===== src/rtl/ra_64x72_bist_ctl.sv =====
// ---------------------------------------------------------------------------
// ra_64x72_bist_ctl
//
// March C- self-test sequencer for the 64x72 2r1w array wrapper. It walks the
// six march elements, drives the wrapper's write port and both read ports
// from registers, and compares the returned read data against the value each
// read expects. It reports pass/fail, a saturating count of failing compare
// cycles, and the location of the first failing compare.
//
// Ports
//   clk, reset          sole clock; synchronous active-high reset
//   start               pulse; accepted only while idle
//   busy                high from start acceptance through the done cycle
//   done                one-cycle pulse at end of test
//   pass                result, valid from done until the next accepted start
//   fail_cnt            saturating count of failing compare cycles
//   fail_adr/elem/port  address, march element and port mask ([0]=port 0,
//                       [1]=port 1) of the first failing compare
//   rd_enb_*, rd_adr_*  read port controls (both ports always read together)
//   rd_dat_*            read data, valid RD_LAT cycles after issue
//   wr_enb_0, wr_adr_0,
//   wr_dat_0            write port controls
// ---------------------------------------------------------------------------
module ra_64x72_bist_ctl #(
    parameter int LATCHRD = 1
) (
    input  logic        clk,
    input  logic        reset,
    input  logic        start,
    output logic        busy,
    output logic        done,
    output logic        pass,
    output logic [0:7]  fail_cnt,
    output logic [0:5]  fail_adr,
    output logic [0:2]  fail_elem,
    output logic [0:1]  fail_port,
    output logic        rd_enb_0,
    output logic        rd_enb_1,
    output logic [0:5]  rd_adr_0,
    output logic [0:5]  rd_adr_1,
    input  logic [0:71] rd_dat_0,
    input  logic [0:71] rd_dat_1,
    output logic        wr_enb_0,
    output logic [0:5]  wr_adr_0,
    output logic [0:71] wr_dat_0
);

    localparam int RD_LAT = 1 + LATCHRD;
    localparam logic [1:0] DRAIN_LAST = 2'(RD_LAT - 1);

    localparam logic [1:0] ST_IDLE  = 2'd0;
    localparam logic [1:0] ST_RUN   = 2'd1;
    localparam logic [1:0] ST_DRAIN = 2'd2;
    localparam logic [1:0] ST_DONE  = 2'd3;

    logic [1:0] state;
    logic [1:0] drain_cnt;

    // Sequence position of the NEXT operation to issue. elem runs 0..5 and
    // parks at 6 once the last M5 read has been issued.
    logic [2:0] elem;
    logic [5:0] step;
    logic       phase;      // M1-M4 only: 0 = read half, 1 = write half

    // Side information travelling with the read currently on the ports.
    logic       iss_exp;
    logic [2:0] iss_elem;

    // Read-return pipe: one stage per cycle of read latency.
    logic       pipe_vld  [RD_LAT];
    logic       pipe_exp  [RD_LAT];
    logic [5:0] pipe_adr  [RD_LAT];
    logic [2:0] pipe_elem [RD_LAT];

    logic       accept;
    logic       seq_end;
    logic       issue;
    logic       op_rd;
    logic       op_wr;
    logic       op_bit;
    logic [5:0] op_adr;

    logic       cmp_vld;
    logic       mis_0;
    logic       mis_1;
    logic       cmp_fail;
    logic [7:0] fail_cnt_nxt;

    assign accept  = (state == ST_IDLE) && start;
    assign seq_end = (elem == 3'd6);
    // The start-accepting edge already loads the first M0 write.
    assign issue   = accept || ((state == ST_RUN) && !seq_end);

    // Decode the operation at the current sequence position.
    // NOTE: every always_comb output gets a default first so no path leaves it
    // unassigned; otherwise synthesis infers a latch.
    always_comb begin
        op_rd  = 1'b0;
        op_wr  = 1'b0;
        op_bit = 1'b0;
        op_adr = (elem >= 3'd3) ? (6'd63 - step) : step;
        case (elem)
            3'd0: begin
                op_wr  = 1'b1;
                op_bit = 1'b0;
            end
            3'd1, 3'd2, 3'd3, 3'd4: begin
                if (!phase) begin
                    op_rd  = 1'b1;
                    op_bit = (elem == 3'd2) || (elem == 3'd4);
                end else begin
                    op_wr  = 1'b1;
                    op_bit = (elem == 3'd1) || (elem == 3'd3);
                end
            end
            3'd5: begin
                op_rd  = 1'b1;
                op_bit = 1'b0;
            end
            default: begin
                op_adr = 6'd0;
            end
        endcase
    end

    // Compare stage: data and its expectation line up at the pipe tail.
    always_comb begin
        cmp_vld  = pipe_vld[RD_LAT-1];
        mis_0    = cmp_vld && (rd_dat_0 != {72{pipe_exp[RD_LAT-1]}});
        mis_1    = cmp_vld && (rd_dat_1 != {72{pipe_exp[RD_LAT-1]}});
        cmp_fail = mis_0 || mis_1;
        fail_cnt_nxt = fail_cnt;
        if (cmp_fail && (fail_cnt != 8'hFF)) begin
            fail_cnt_nxt = fail_cnt + 8'd1;
        end
    end

    // NOTE: sequential state is written with non-blocking assignments only, so
    // every register samples pre-edge values regardless of statement order.
    always_ff @(posedge clk) begin
        if (reset) begin
            state     <= ST_IDLE;
            drain_cnt <= 2'd0;
            elem      <= 3'd0;
            step      <= 6'd0;
            phase     <= 1'b0;
            iss_exp   <= 1'b0;
            iss_elem  <= 3'd0;
            busy      <= 1'b0;
            done      <= 1'b0;
            pass      <= 1'b0;
            fail_cnt  <= 8'd0;
            fail_adr  <= 6'd0;
            fail_elem <= 3'd0;
            fail_port <= 2'b00;
            rd_enb_0  <= 1'b0;
            rd_enb_1  <= 1'b0;
            rd_adr_0  <= 6'd0;
            rd_adr_1  <= 6'd0;
            wr_enb_0  <= 1'b0;
            wr_adr_0  <= 6'd0;
            wr_dat_0  <= 72'h0;
        end else begin
            done <= 1'b0;

            // Port registers and sequence position. Idle cycles drive zeros
            // and park the sequence at its origin for the next test.
            if (issue) begin
                rd_enb_0 <= op_rd;
                rd_enb_1 <= op_rd;
                rd_adr_0 <= op_rd ? op_adr : 6'd0;
                rd_adr_1 <= op_rd ? op_adr : 6'd0;
                wr_enb_0 <= op_wr;
                wr_adr_0 <= op_wr ? op_adr : 6'd0;
                wr_dat_0 <= op_wr ? {72{op_bit}} : 72'h0;
                iss_exp  <= op_rd && op_bit;
                iss_elem <= op_rd ? elem : 3'd0;
                if ((elem >= 3'd1) && (elem <= 3'd4) && !phase) begin
                    phase <= 1'b1;
                end else begin
                    phase <= 1'b0;
                    if (step == 6'd63) begin
                        step <= 6'd0;
                        elem <= elem + 3'd1;
                    end else begin
                        step <= step + 6'd1;
                    end
                end
            end else begin
                rd_enb_0 <= 1'b0;
                rd_enb_1 <= 1'b0;
                rd_adr_0 <= 6'd0;
                rd_adr_1 <= 6'd0;
                wr_enb_0 <= 1'b0;
                wr_adr_0 <= 6'd0;
                wr_dat_0 <= 72'h0;
                iss_exp  <= 1'b0;
                iss_elem <= 3'd0;
                elem     <= 3'd0;
                step     <= 6'd0;
                phase    <= 1'b0;
            end

            case (state)
                ST_IDLE: begin
                    if (start) begin
                        state <= ST_RUN;
                        busy  <= 1'b1;
                    end
                end
                ST_RUN: begin
                    if (seq_end) begin
                        state     <= ST_DRAIN;
                        drain_cnt <= 2'd0;
                    end
                end
                ST_DRAIN: begin
                    if (drain_cnt == DRAIN_LAST) begin
                        state <= ST_DONE;
                        done  <= 1'b1;
                        // The final M5 compare retires on this same edge.
                        pass  <= (fail_cnt_nxt == 8'd0);
                    end else begin
                        drain_cnt <= drain_cnt + 2'd1;
                    end
                end
                default: begin
                    state <= ST_IDLE;
                    busy  <= 1'b0;
                end
            endcase

            if (accept) begin
                pass      <= 1'b0;
                fail_cnt  <= 8'd0;
                fail_adr  <= 6'd0;
                fail_elem <= 3'd0;
                fail_port <= 2'b00;
            end else begin
                fail_cnt <= fail_cnt_nxt;
                // fail_cnt never wraps, so zero identifies the first failure.
                if (cmp_fail && (fail_cnt == 8'd0)) begin
                    fail_adr  <= pipe_adr[RD_LAT-1];
                    fail_elem <= pipe_elem[RD_LAT-1];
                    fail_port <= {mis_0, mis_1};
                end
            end
        end
    end

    // NOTE: the pipe is a handful of flops, not a RAM, so it is reset; this
    // keeps reads in flight at reset from producing phantom compares.
    always_ff @(posedge clk) begin
        if (reset) begin
            for (int i = 0; i < RD_LAT; i++) begin
                pipe_vld[i]  <= 1'b0;
                pipe_exp[i]  <= 1'b0;
                pipe_adr[i]  <= 6'd0;
                pipe_elem[i] <= 3'd0;
            end
        end else begin
            pipe_vld[0]  <= rd_enb_0;
            pipe_exp[0]  <= iss_exp;
            pipe_adr[0]  <= rd_adr_0;
            pipe_elem[0] <= iss_elem;
            for (int i = 1; i < RD_LAT; i++) begin
                pipe_vld[i]  <= pipe_vld[i-1];
                pipe_exp[i]  <= pipe_exp[i-1];
                pipe_adr[i]  <= pipe_adr[i-1];
                pipe_elem[i] <= pipe_elem[i-1];
            end
        end
    end

endmodule


===== config.mk =====
export PLATFORM = sky130hd
export DESIGN_NAME = ra_64x72_bist_ctl
export DESIGN_NICKNAME = d
export VERILOG_FILES = /design/src/rtl/ra_64x72_bist_ctl.sv
export SDC_FILE = /design/constraint.sdc
export NUM_CORES = 1
export LEC_CHECK = 0
export ABC_AREA = 0
export CAP_MARGIN = 15
export CORE_MARGIN = 3
export CORE_UTILIZATION = 25
export DETAILED_ROUTE_END_ITERATION = 16
export PLACE_DENSITY = 0.64
export SETUP_SLACK_MARGIN = 0.4
export SYNTH_ARGS = -nofsm -noshare
export SYNTH_HDL_FRONTEND = slang
export SYNTH_SLANG_ARGS = --single-unit
export TNS_END_PERCENT = 30

===== constraint.sdc =====
create_clock -name clk -period 6.1 [get_ports clk]
set_input_delay 0.61 -clock clk [delete_from_list [all_inputs] [get_ports clk]]
set_output_delay 0.61 -clock clk [all_outputs]
set_load 0.01 [all_outputs]

After elaboration in Yosys (flattened, before gate mapping)
Memory sizes are Yosys's and may differ from the RTL's. A register that Yosys moved wholly into a read port is not among the register bits.
Cells that the tools add are included.
{ "totals": {"regBits": 46, "latch_bits": 0, "ramBits": 22, "romBits": 0, "in_bits": 147, "out_inout_bits": 115, "elab_cells": 125, "n_memories": 4} }
{ "op_classes": {"add_sub_neg": 5, "n_mul": 0, "div_mod_pow": 0, "magnitude_cmp": 3, "eq_ne": 17, "n_shift": 0, "n_mux": 32, "n_bitwise": 14, "n_reduce_logical": 33} }
{ "mem_list": {"columns": ["memory", "depth", "width", "rd", "rd_ports_with_merged_regs", "write_ports", "line", "rtl"], "rows": [
  ["pipe_adr", 2, 6, 2, 1, 2, "72", "logic [5:0] pipe_adr [RD_LAT];"],
  ["pipe_elem", 2, 3, 2, 1, 2, "73", "logic [2:0] pipe_elem [RD_LAT];"],
  ["pipe_exp", 2, 1, 2, 0, 2, "71", "logic pipe_exp [RD_LAT];"],
  ["pipe_vld", 2, 1, 2, 0, 2, "70", "logic pipe_vld [RD_LAT];"]
]} }
{ "ops": {"columns": ["op", "n"], "rows": [
  ["72-bit inequality test", 2],
  ["6-bit two-way mux", 5],
  ["8-bit zero test", 2],
  ["1-bit two-way mux", 14],
  ["2-bit two-way mux", 5],
  ["3-bit equality test (second input constant)", 3],
  ["1-bit logical AND", 9],
  ["8-bit by 1-bit adder with 8-bit output (second input constant)", 1],
  ["8-bit two-way mux", 1],
  ["2-bit inequality test (second input constant)", 4],
  ["8-bit inequality test (second input constant)", 1],
  ["1-bit OR", 8],
  ["2-bit OR reduction", 4],
  ["6-bit by 1-bit adder with 6-bit output (second input constant)", 1],
  ["3-bit by 2-bit equality test with 1-bit output (second input constant)", 2],
  ["6-bit equality test (second input constant)", 1],
  ["3-bit two-way mux", 2],
  ["1-bit inverter", 6],
  ["1-bit one-hot mux with 2 select lines", 3],
  ["2-bit one-hot mux with 3 select lines", 1],
  ["2-bit AND reduction", 3],
  ["3-bit AND reduction", 2],
  ["3-bit OR reduction", 2],
  ["6-bit OR reduction", 1],
  ["other kinds (16)", 21]
]} }

Longest topological paths before layout
Gate-level depths: netlist of the first run.
{ "logic_depth": {"ltp_word": 6, "depth_mapped": 11, "depth_no_buf": 9} }

Worst setup path before layout of the first run
OpenSTA, ideal clock, no wires.
{ "synth_timing": {"path_type": "input port to flip-flop", "start": "input rd_dat_0[29] in the netlist's numbering", "end": "register pass", "setup_time_ns": 0.084, "t_arrival_ns": 2.766, "required_ns": 6.016, "slack_ns": 3.250, "cell_stages": 8, "n_path_buf": 0, "cell_sequence": "or4_1 -> nor4_1 -> o22ai_1 -> or3_1 -> o31ai_4 -> o21ai_0 -> a221o_1 -> o31ai_2"} }
{ "synth_between": {"elab_chain_cells": 6} }
{ "synth_rtl": {"columns": ["element", "line", "rtl"], "rows": [
  ["start: declaration", "41", "input logic [0:71] rd_dat_0,"],
  ["72-bit inequality test", "129", "mis_0 = cmp_vld && (rd_dat_0 != {72{pipe_exp[RD_LAT-1]}});"],
  ["1-bit logical AND", "129", null],
  ["1-bit logical OR", "131", "cmp_fail = mis_0 || mis_1;"],
  ["1-bit logical AND", "133", "if (cmp_fail && (fail_cnt != 8'hFF)) begin"],
  ["8-bit two-way mux", "133", null],
  ["8-bit zero test", "222", "pass <= (fail_cnt_nxt == 8'd0);"],
  ["end signal: assignment", "222", null],
  ["end: declaration", "32", "output logic pass,"]
]} }
Every way passes these cells.
A chain may end at the register's enable or synchronous reset.

Final worst setup path of the first run
{ "layout_timing": {"start": "input rd_dat_0[29] in the netlist's numbering", "end": "register fail_elem[0] in the netlist's numbering (read register of pipe_elem)"} }
{ "layout_between": {"elab_chain_cells": 4} }
{ "layout_rtl": {"columns": ["element", "line", "rtl"], "rows": [
  ["72-bit inequality test", "129", null],
  ["1-bit logical AND", "129", null],
  ["1-bit logical OR", "131", null],
  ["1-bit logical AND", "242", "if (cmp_fail && (fail_cnt == 8'd0)) begin"],
  ["end: declaration", "35", "output logic [0:2] fail_elem,"]
]} }
Every way passes these cells.

==> flow_summary.toml, run 1 <==
[outcome]
status = "finished, final reports clean"

[worst_setup_path]
path_class = "in -> reg"
required_ps = 6290
path_max_fanout = 19
worst_path_largest_cell_delay_ps = 580
critPathLaunchType = "primary input"
crit_path_end_kind = "register"
worstPathArrival_ps = 3740
cp_cell_sequence = "clkdlybuf4s50_1 -> or4_1 -> nor4_1 -> o22ai_1 -> or3_1 -> o31ai_4 -> nor2b_1 -> mux2i_1 -> nor2_1"
slowest_stage = "o31ai_4"

[synth]
synth.net_count = 711
synth_top_area_share_pct = 34.53
ys_warn_count = 0
synth_most_common_cell = "buf_4"
ys_seq_elements = 77
synth_top_area_cell = "dfxtp_1"
synth_mux_area_share_pct = 4.961
synth_common_cells = "buf_4 (78), dfxtp_1 (77), nor2_1 (67), nand2_1 (38), nor3_1 (31)"
syn_area_per_cell_um2 = 8.102
synth_cells = 551
synthAdderAreaFrac_pct = 3.643
netlist_area_um2 = 4464
synth_top_family_by_area = "simple AND/OR/NAND/NOR gates"
synth_compound_area_share_pct = 6.334
yosysUniqueCellTypes = 48
synth_xor_area_share_pct = 2.747
netlist_top_cells_area = "dfxtp_1 (35%), buf_4 (13%), nor2_1 (5.6%)"
async_reset_ff_share_pct = 0
synth_edf_count = 0
synth_seq_area_share_pct = 34.53
synth-simple-area-share_pct = 31.47
yosys_most_used_dff = "dfxtp_1"

[routing]
drt_pass1_iterations = 6
drt_iter0_drc = 257
antenna_left = 0
vias = 4313
drc_errors = 0
route.detailed.wl_per_inst_um = 13.91
wl_mm = 13.34
routed_via_density = 4.497

[clock_tree]
root_buffer = "clkbuf_16"
post_cts.repair.setup_buffers = 0
cts_tree = "done"
cts_buffer_depth = 2
path_clk_slew_ps = 60
cts_sinks = 77
cts_buffers = 9
cts_hold_buffers = 0
clock_latency_ps = 340
htree_levels = 3
cts_repair_resize_count = 0

[floorplan]
die_width_um = 139.6
start_util_pct = 25.63
die_h_um = 139.6
core_um2 = 17420
io_pins = 262
rows = 48
fp.dieArea_um2 = 19500

[sta]
tightest_slew_ps = 1064
drv_slew = 0
post-route-period-util_pct = 58.13
final.setup.tns_ps = 0
rsz0062_at_grt = "no"
fin_skew_ps = 5.547
fmax_ghz = 0.2820
setup_viol = 0
period_needed_ps = 3546
whs_ps = 431.1
fin_ws_ps = 2554
finalHoldViolations = 0
maxSlewHeadroom_pct = 29.06

[cells_and_area]
n_fill_cell = 1765
drive_gt1_share_pct = 3.138
final_core_util_pct = 40.37
area_delta_synth_final_pct = 57.51
stdcell_count = 959
fin_nets = 888

[global_routing]
grt_pass1_wl_mm = 20.64
antenna_found_initial = 1
grt_overflow = 0
grt_max_degree = 73
grt_pass1_vias = 4090
track_usage_pct = 13.01

[placed_design]
placed_cells = 942
place.gp.congestion = 0.8506
numPortBuffers = 261
pre_cts_ws_ps = 2205
dp_hpwl_mm = 10.76

[worst_hold_path]
worstHoldPathType = "reg -> reg"

[run]
cap_violations = 0

[pwr]
ir_worst_vdd_uv = 157.9
powerDensity_nw_per_um2 = 196.4
power_leakage_nw = 2.369
cell type report:
type | count | area (um^2) | share of cell area (%)
clock inverter | 7 | 105.1 | 1.495
tap | 225 | 281.5 | 4.004
timing repair buffer | 263 | 2628 | 37.37
inverter | 14 | 52.55 | 0.7473
multi-input combinational | 363 | 2195 | 31.21
antenna | 1 | 2.502 | 0.03559
clock buffer | 9 | 225.2 | 3.203
sequential | 77 | 1543 | 21.94
metrics by stage:
step	total power, mW	instance area [um^2]
final	1.381	7032
after global routing	1.452	7032
after CTS	1.400	7029
after detailed placement	0.8127	6699
after global placement	0.8087	6699
after floorplan	0.6633	4464
final timing paths:
path,from,end,slack [ps],depth (start not counted)
max,rd_dat_0[29],fail_elem[0],2550,9
min,pipe_elem[0][1],pipe_elem[1][1],430,1
max reg2reg,pipe_exp[0][1],fail_elem[0],2860,9
min reg2reg,pipe_elem[0][1],pipe_elem[1][1],430,1
power by group:
group	switching, mW	internal, mW	total [mW]
sequential	0.0137	0.520	0.534
clock	0.214	0.364	0.578
combinational	0.119	0.150	0.269
per-layer routing:
metal  up-vias  global-route usage, %  part of all wire (%)
li1       2225                      -                     -
met1      1886                  14.89                    41
met2       181                  23.10                    49
met3        21                  4.467                   7.6
met4         0                  3.519                   1.9
met5         -                      0                     0
critical path, delay by kind of cell:
family | cells | cell delay (ps)
buffers and inverters | 1 | 410
muxes | 1 | 280
and+or+nand+nor | 5 | 1730
AOI/OAI and AO/OA | 2 | 700
layout by cell type, fill, tap and decap left out, types with 4 or more instances in the layout:
cell,count
nand4_1,21
nor4_1,20
o21ai_0,4
a21oi_1,11
clkdlybuf4s50_1,261
xnor2_1,10
nor2_1,67
or3_1,20
inv_1,14
dfxtp_1,76
xor2_1,4
or4_1,12
nor3_1,31
nor2b_1,24
and3_1,4
nand2_1,38
ha_1,13
mux2i_1,21
clkbuf_16,9
nand3_1,27
flip-flops by register name (all words and copies together), names as in the netlist, 2 cells and up:
register   count
pipe_exp       2
elem           3
pipe_adr      12
fail_cnt       8
fail_elem      3
fail_port      2
pipe_elem      6
iss_elem       3
wr_adr_0       6
drain_cnt      2
rd_adr_1       6
state          2
pipe_vld       2
fail_adr       6
step           6
cell families (layout without fill, tap and decap cells):
group | Yosys count | after routing
fa+ha+maj | 13 | 13
xor+xnor | 14 | 14
mux | 22 | 22
simple gates | 274 | 274
buf+inv | 111 | 293
compound gates | 40 | 40
other cells | 0 | 1
flops | 77 | 77
Power figures use the tool's default switching activity.
==> run 2, diff against run 1 <==
==> constraint.sdc (replaced) <==
create_clock -name clk -period 3.3 [get_ports clk]
set_input_delay 0.33 -clock clk [delete_from_list [all_inputs] [get_ports clk]]
set_output_delay 0.33 -clock clk [all_outputs]
set_load 0.01 [all_outputs]
==> flow_summary.toml, run 2 (synthesis results as in run 1) <==
[floorplan]
fp.dieArea_um2 = 19500
rows = 48
die_width_um = 139.6
start_util_pct = 25.63
core_um2 = 17420
die_h_um = 139.6
io_pins = 262

[sta]
final.setup.tns_ps = 0
maxSlewHeadroom_pct = 34.66
finalHoldViolations = 0
setup_viol = 0
post-route-period-util_pct = 85.38
tightest_slew_ps = 978.0
drv_slew = 0
fmax_ghz = 0.3549
rsz0062_at_grt = "yes"
period_needed_ps = 2817
fin_skew_ps = 4.184

[routing]
drc_errors = 0
antenna_left = 0
drt_pass1_iterations = 4
drt_iter0_drc = 161
vias = 4317
wl_mm = 13.89
routed_via_density = 4.492
route.detailed.wl_per_inst_um = 14.45

[cells_and_area]
n_fill_cell = 1771
mostFrequentLayoutCells = "clkdlybuf4s50_1 (261), dfxtp_1 (75), nor2_1 (67)"
drive_gt1_share_pct = 3.946
final_core_util_pct = 40.88
fin_area_um2 = 7121
reg_top3 = "pipe_adr (12), fail_cnt (8)"
largest_reg_flops = 12
mostFrequentLayoutCell = "clkdlybuf4s50_1"
regMostFlops = "pipe_adr"
area_delta_synth_final_pct = 59.50
stdcell_count = 961
fin_nets = 892

[placed_design]
place.gp.congestion = 0.8380
placed_cell_area_um2 = 6734
numPortBuffers = 261
dp_hpwl_mm = 10.93
placed_cells = 945

[global_routing]
grt_pass1_vias = 4074
grt_pass1_wl_mm = 20.92
grt_max_degree = 73
antenna_found_initial = 1
grt_overflow = 0
track_usage_pct = 13.09

[pwr]
power_leakage_nw = 2.403
p_sw_uw = 602.1
pwr-share-comb_pct = 19.1
internal-power_mw = 1.989
seq_power_share_pct = 38.1
clkPwrFrac_pct = 42.8
powerDensity_nw_per_um2 = 363.9
ir_worst_vdd_uv = 288.1
swShare_pct = 23.24
power.total_mw = 2.591

[worst_setup_path]
path_delay_family = "simple AND/OR/NAND/NOR gates"
crit_path_end_kind = "register"
path_class = "in -> reg"
critPathLaunchType = "primary input"
cp_cell_sequence = "clkdlybuf4s50_1 -> or4_1 -> nor4_2 -> o22ai_1 -> or3_4 -> o31ai_4 -> o21ai_0 -> a221o_1 -> o31ai_2"
path_buf_inv = 1
required_ps = 3550
path_max_fanout = 5
worstPathArrival_ps = 3060
worst_path_largest_cell_delay_ps = 550
slowest_stage = "or4_1"

[clock_tree]
cts_buffer_depth = 2
cts_buffers = 9
cts_hold_buffers = 0
root_buffer = "clkbuf_16"
htree_levels = 3
path_clk_slew_ps = 60
cts_sinks = 77
clock_latency_ps = 330
cts_tree = "done"

[outcome]
status = "finished, final reports clean"

[run]
cap_violations = 0

[worst_hold_path]
worstHoldPathType = "reg -> reg"
-- run 2: changes by cell type in the layout (fill, tap and decap cells not counted), sizes merged --
cell / delta
clkbuf: +2
clkinv: -1
inv: -3
bufinv: +1
buf: +3
-- run 2: per-layer routing --
metal / vias up / GRT usage [%] / part of all wire (%)
met5: - / 0 / 0
met4: 0 / 3.468 / 1.8
met3: 18 / 3.986 / 6.8
met2: 158 / 23.79 / 49
met1: 1912 / 14.89 / 42
li1: 2229 / - / -
-- run 2: worst register-to-register path, stage by stage (launching register included) --
cell and delay, ps:
dfxtp_2 390, buf_12 170, nand3_1 80, or3_1 300, a222oi_1 420, nand4_1 260, o31ai_4 390, o21ai_0 150
a221o_1 340, o31ai_2 170
-- run 2: layout make-up --
type,count,area (um^2),area share (%)
Antenna cell,1,2.502,0.03514
Tap cell,225,281.5,3.954
Timing Repair Buffer,267,2691,37.80
Clock inverter,4,97.59,1.371
Multi-Input combinational cell,363,2212,31.07
Inverter,14,52.55,0.7380
Sequential cell,77,1544,21.68
Clock buffer,10,239.0,3.356
-- run 2: metrics by stage --
step           worst slack [ps]  hold slack, ps
2_1_floorplan             729.8           413.8
3_3_place_gp              138.4           416.9
3_5_place_dp              104.6           420.4
4_1_cts                   449.4           433.0
5_1_grt                   321.0           445.9
6_report                  482.6           432.1
-- run 2: worst paths after layout --
path             startpoint        endpoint  slack, ps  depth (start not counted)
max            rd_dat_0[29]            pass        480                          9
min          pipe_adr[0][1]  pipe_adr[1][1]        430                          1
max reg2reg  pipe_exp[0][1]            pass        550                          9
min reg2reg  pipe_adr[0][1]  pipe_adr[1][1]        430                          1
-- run 2: repair_timing --
| action | CTS | global route |
|---|---|---|
| setup buffers | 0 | 0 |
| resized for setup | 0 | 5 |
| endpoints found under the setup margin | 0 | 9 |
-- run 2: power groups by stage --
stage	Combinational, mW	Clock, mW	Sequential [mW]
floorplan	0.217	0	1.01
global placement	0.491	0	1.01
detailed placement	0.495	0	1.01
CTS	0.497	1.14	0.987
global route	0.547	1.17	0.993
finish	0.494	1.11	0.987
==> run 3, diff against run 2 <==
--- a/config.mk
+++ b/config.mk
@@ -10,7 +10,7 @@
 export CORE_MARGIN = 3
 export CORE_UTILIZATION = 25
 export DETAILED_ROUTE_END_ITERATION = 16
-export PLACE_DENSITY = 0.64
+export PLACE_DENSITY = 0.56
 export SETUP_SLACK_MARGIN = 0.4
 export SYNTH_ARGS = -nofsm -noshare
 export SYNTH_HDL_FRONTEND = slang
==> constraint.sdc (replaced) <==
create_clock -name clk -period 2.47 [get_ports clk]
set_input_delay 0.247 -clock clk [delete_from_list [all_inputs] [get_ports clk]]
set_output_delay 0.247 -clock clk [all_outputs]
set_load 0.01 [all_outputs]
==> flow_summary.toml, run 3 (synthesis results as in run 1) <==
[sta]
fin_skew_ps = 2.635
setup_viol = 17
maxSlewHeadroom_pct = 67.83
period_needed_ps = 2709
finalHoldViolations = 0
post-route-period-util_pct = 109.7
drv_slew = 0
rsz0062_at_grt = "yes"
fin_ws_ps = -239.3
fmax_ghz = 0.3691
tightest_slew_ps = 482.5

[floorplan]
die_width_um = 139.6
fp.dieArea_um2 = 19500
start_util_pct = 25.63
core_um2 = 17420
io_pins = 262
rows = 48
die_h_um = 139.6

[worst_setup_path]
crit_path_end_kind = "register"
worstPathArrival_ps = 2960
required_ps = 2720
critPathLaunchType = "primary input"
path_class = "in -> reg"
path_max_fanout = 9

[global_routing]
grt_overflow = 0
grt_max_degree = 73
grt_pass1_wl_mm = 24.36
grt_pass1_vias = 4613
antenna_found_initial = 2
track_usage_pct = 15.29

[pwr]
ir_worst_vdd_uv = 373.3
powerDensity_nw_per_um2 = 458.2
power_leakage_nw = 2.539

[clock_tree]
cts_buffer_depth = 2
root_buffer = "clkbuf_16"
path_clk_slew_ps = 60
cts_tree = "done"
clock_latency_ps = 330
cts_buffers = 9
cts_hold_buffers = 0
cts_sinks = 77
htree_levels = 3

[routing]
wl_mm = 15.45
drc_errors = 0
drt_pass1_iterations = 4
route.detailed.wl_per_inst_um = 15.81
routed_via_density = 4.618
vias = 4512
antenna_left = 0
drt_iter0_drc = 127

[placed_design]
placed_cells = 959
pre_cts_ws_ps = -623.9
place.gp.congestion = 0.9140
numPortBuffers = 261
dp_hpwl_mm = 12.49

[cells_and_area]
area_delta_synth_final_pct = 64.60
reg_top3 = "pipe_adr (12), fail_cnt (8)"
largest_reg_flops = 12
regMostFlops = "pipe_adr"
fin_nets = 906
drive_gt1_share_pct = 9.333
mostFrequentLayoutCells = "clkdlybuf4s50_1 (249), dfxtp_1 (72), nor2_1 (67)"
n_fill_cell = 1724
stdcell_count = 977
mostFrequentLayoutCell = "clkdlybuf4s50_1"

[worst_hold_path]
worstHoldPathType = "reg -> reg"

[outcome]
status = "finished, violations left"
violations = "negative setup slack"

[run]
cap_violations = 0
run 3: cell count changes in the layout (fill, tap and decap cells not counted), moves of 4 or more:
cell / previous run / this run
buf_4: 3 / 15
clkdlybuf4s50_1: 261 / 249
dlygate4sd2_1: 0 / 8
dlymetal6s2s_1: 0 / 4
nor4_1: 18 / 11
nor4_2: 2 / 7
or4_1: 12 / 8
or4_4: 0 / 4
run 3: worst paths after layout:
path	start	end	slack [ps]	cells after the start
hold reg to reg	iss_elem[2]	pipe_elem[0][2]	430	1
hold / removal	iss_elem[2]	pipe_elem[0][2]	430	1
setup reg to reg	pipe_exp[0][1]	pass	-190	10
setup / recovery	rd_dat_0[11]	pass	-240	10
run 3: what timing repair did:
item | 4_1_cts | 5_1_grt
buffers inserted | 1 | 0
pin swaps | 12 | 12
endpoints found under the setup margin | 28 | 34
resized for setup | 24 | 26
run 3: layout make-up:
class / count / area [um^2] / area share, %
Inverter: 14 / 52.55 / 0.7151
Multi-Input combinational cell: 363 / 2346 / 31.93
Timing Repair Buffer: 281 / 2799 / 38.09
Antenna cell: 2 / 5.005 / 0.06811
Clock buffer: 9 / 225.2 / 3.065
Tap cell: 225 / 281.5 / 3.831
Clock inverter: 6 / 88.84 / 1.209
Sequential cell: 77 / 1550 / 21.10
run 3: power breakdown:
part	total [mW]	switching [mW]	internal (mW)
registers	1.32	0.0354	1.28
logic	0.685	0.308	0.376
clock network	1.36	0.485	0.877
total	3.37	0.829	2.54
run 3: metrics by stage:
step | utilization [%] | total power [mW] | TNS (ps) | hold WS, ps | instance area [um^2]
after detailed placement | 39.37 | 2.025 | -9685 | 424.7 | 6857
after floorplan | - | 1.638 | 0 | 413.8 | 4472
after CTS | 41.58 | 3.404 | -1451 | 438.3 | 7242
after global routing | 42.19 | 3.535 | -4212 | 450.5 | 7348
final | 42.19 | 3.367 | -2177 | 434.3 | 7348
after global placement | 39.37 | 2.001 | -9421 | 415.4 | 6857
run 3: routing by layer:
layer  global-route usage (%)  part of all wire [%]  vias up
li1                         -                     -     2243
met1                    17.54                    41     2086
met2                    28.52                    51      169
met3                    4.364                   7.1       14
met4                    2.652                  0.82        0
met5                        0                     0        -
run 3: worst max-delay path: stages:
cell and delay, ps:
clkdlybuf4s50_1 430, or4_4 490, nor4_2 240, o22ai_1 120, or3_4 430, o31ai_4 290
buf_12 160, o21ai_1 50, a221o_1 340, o31ai_2 160
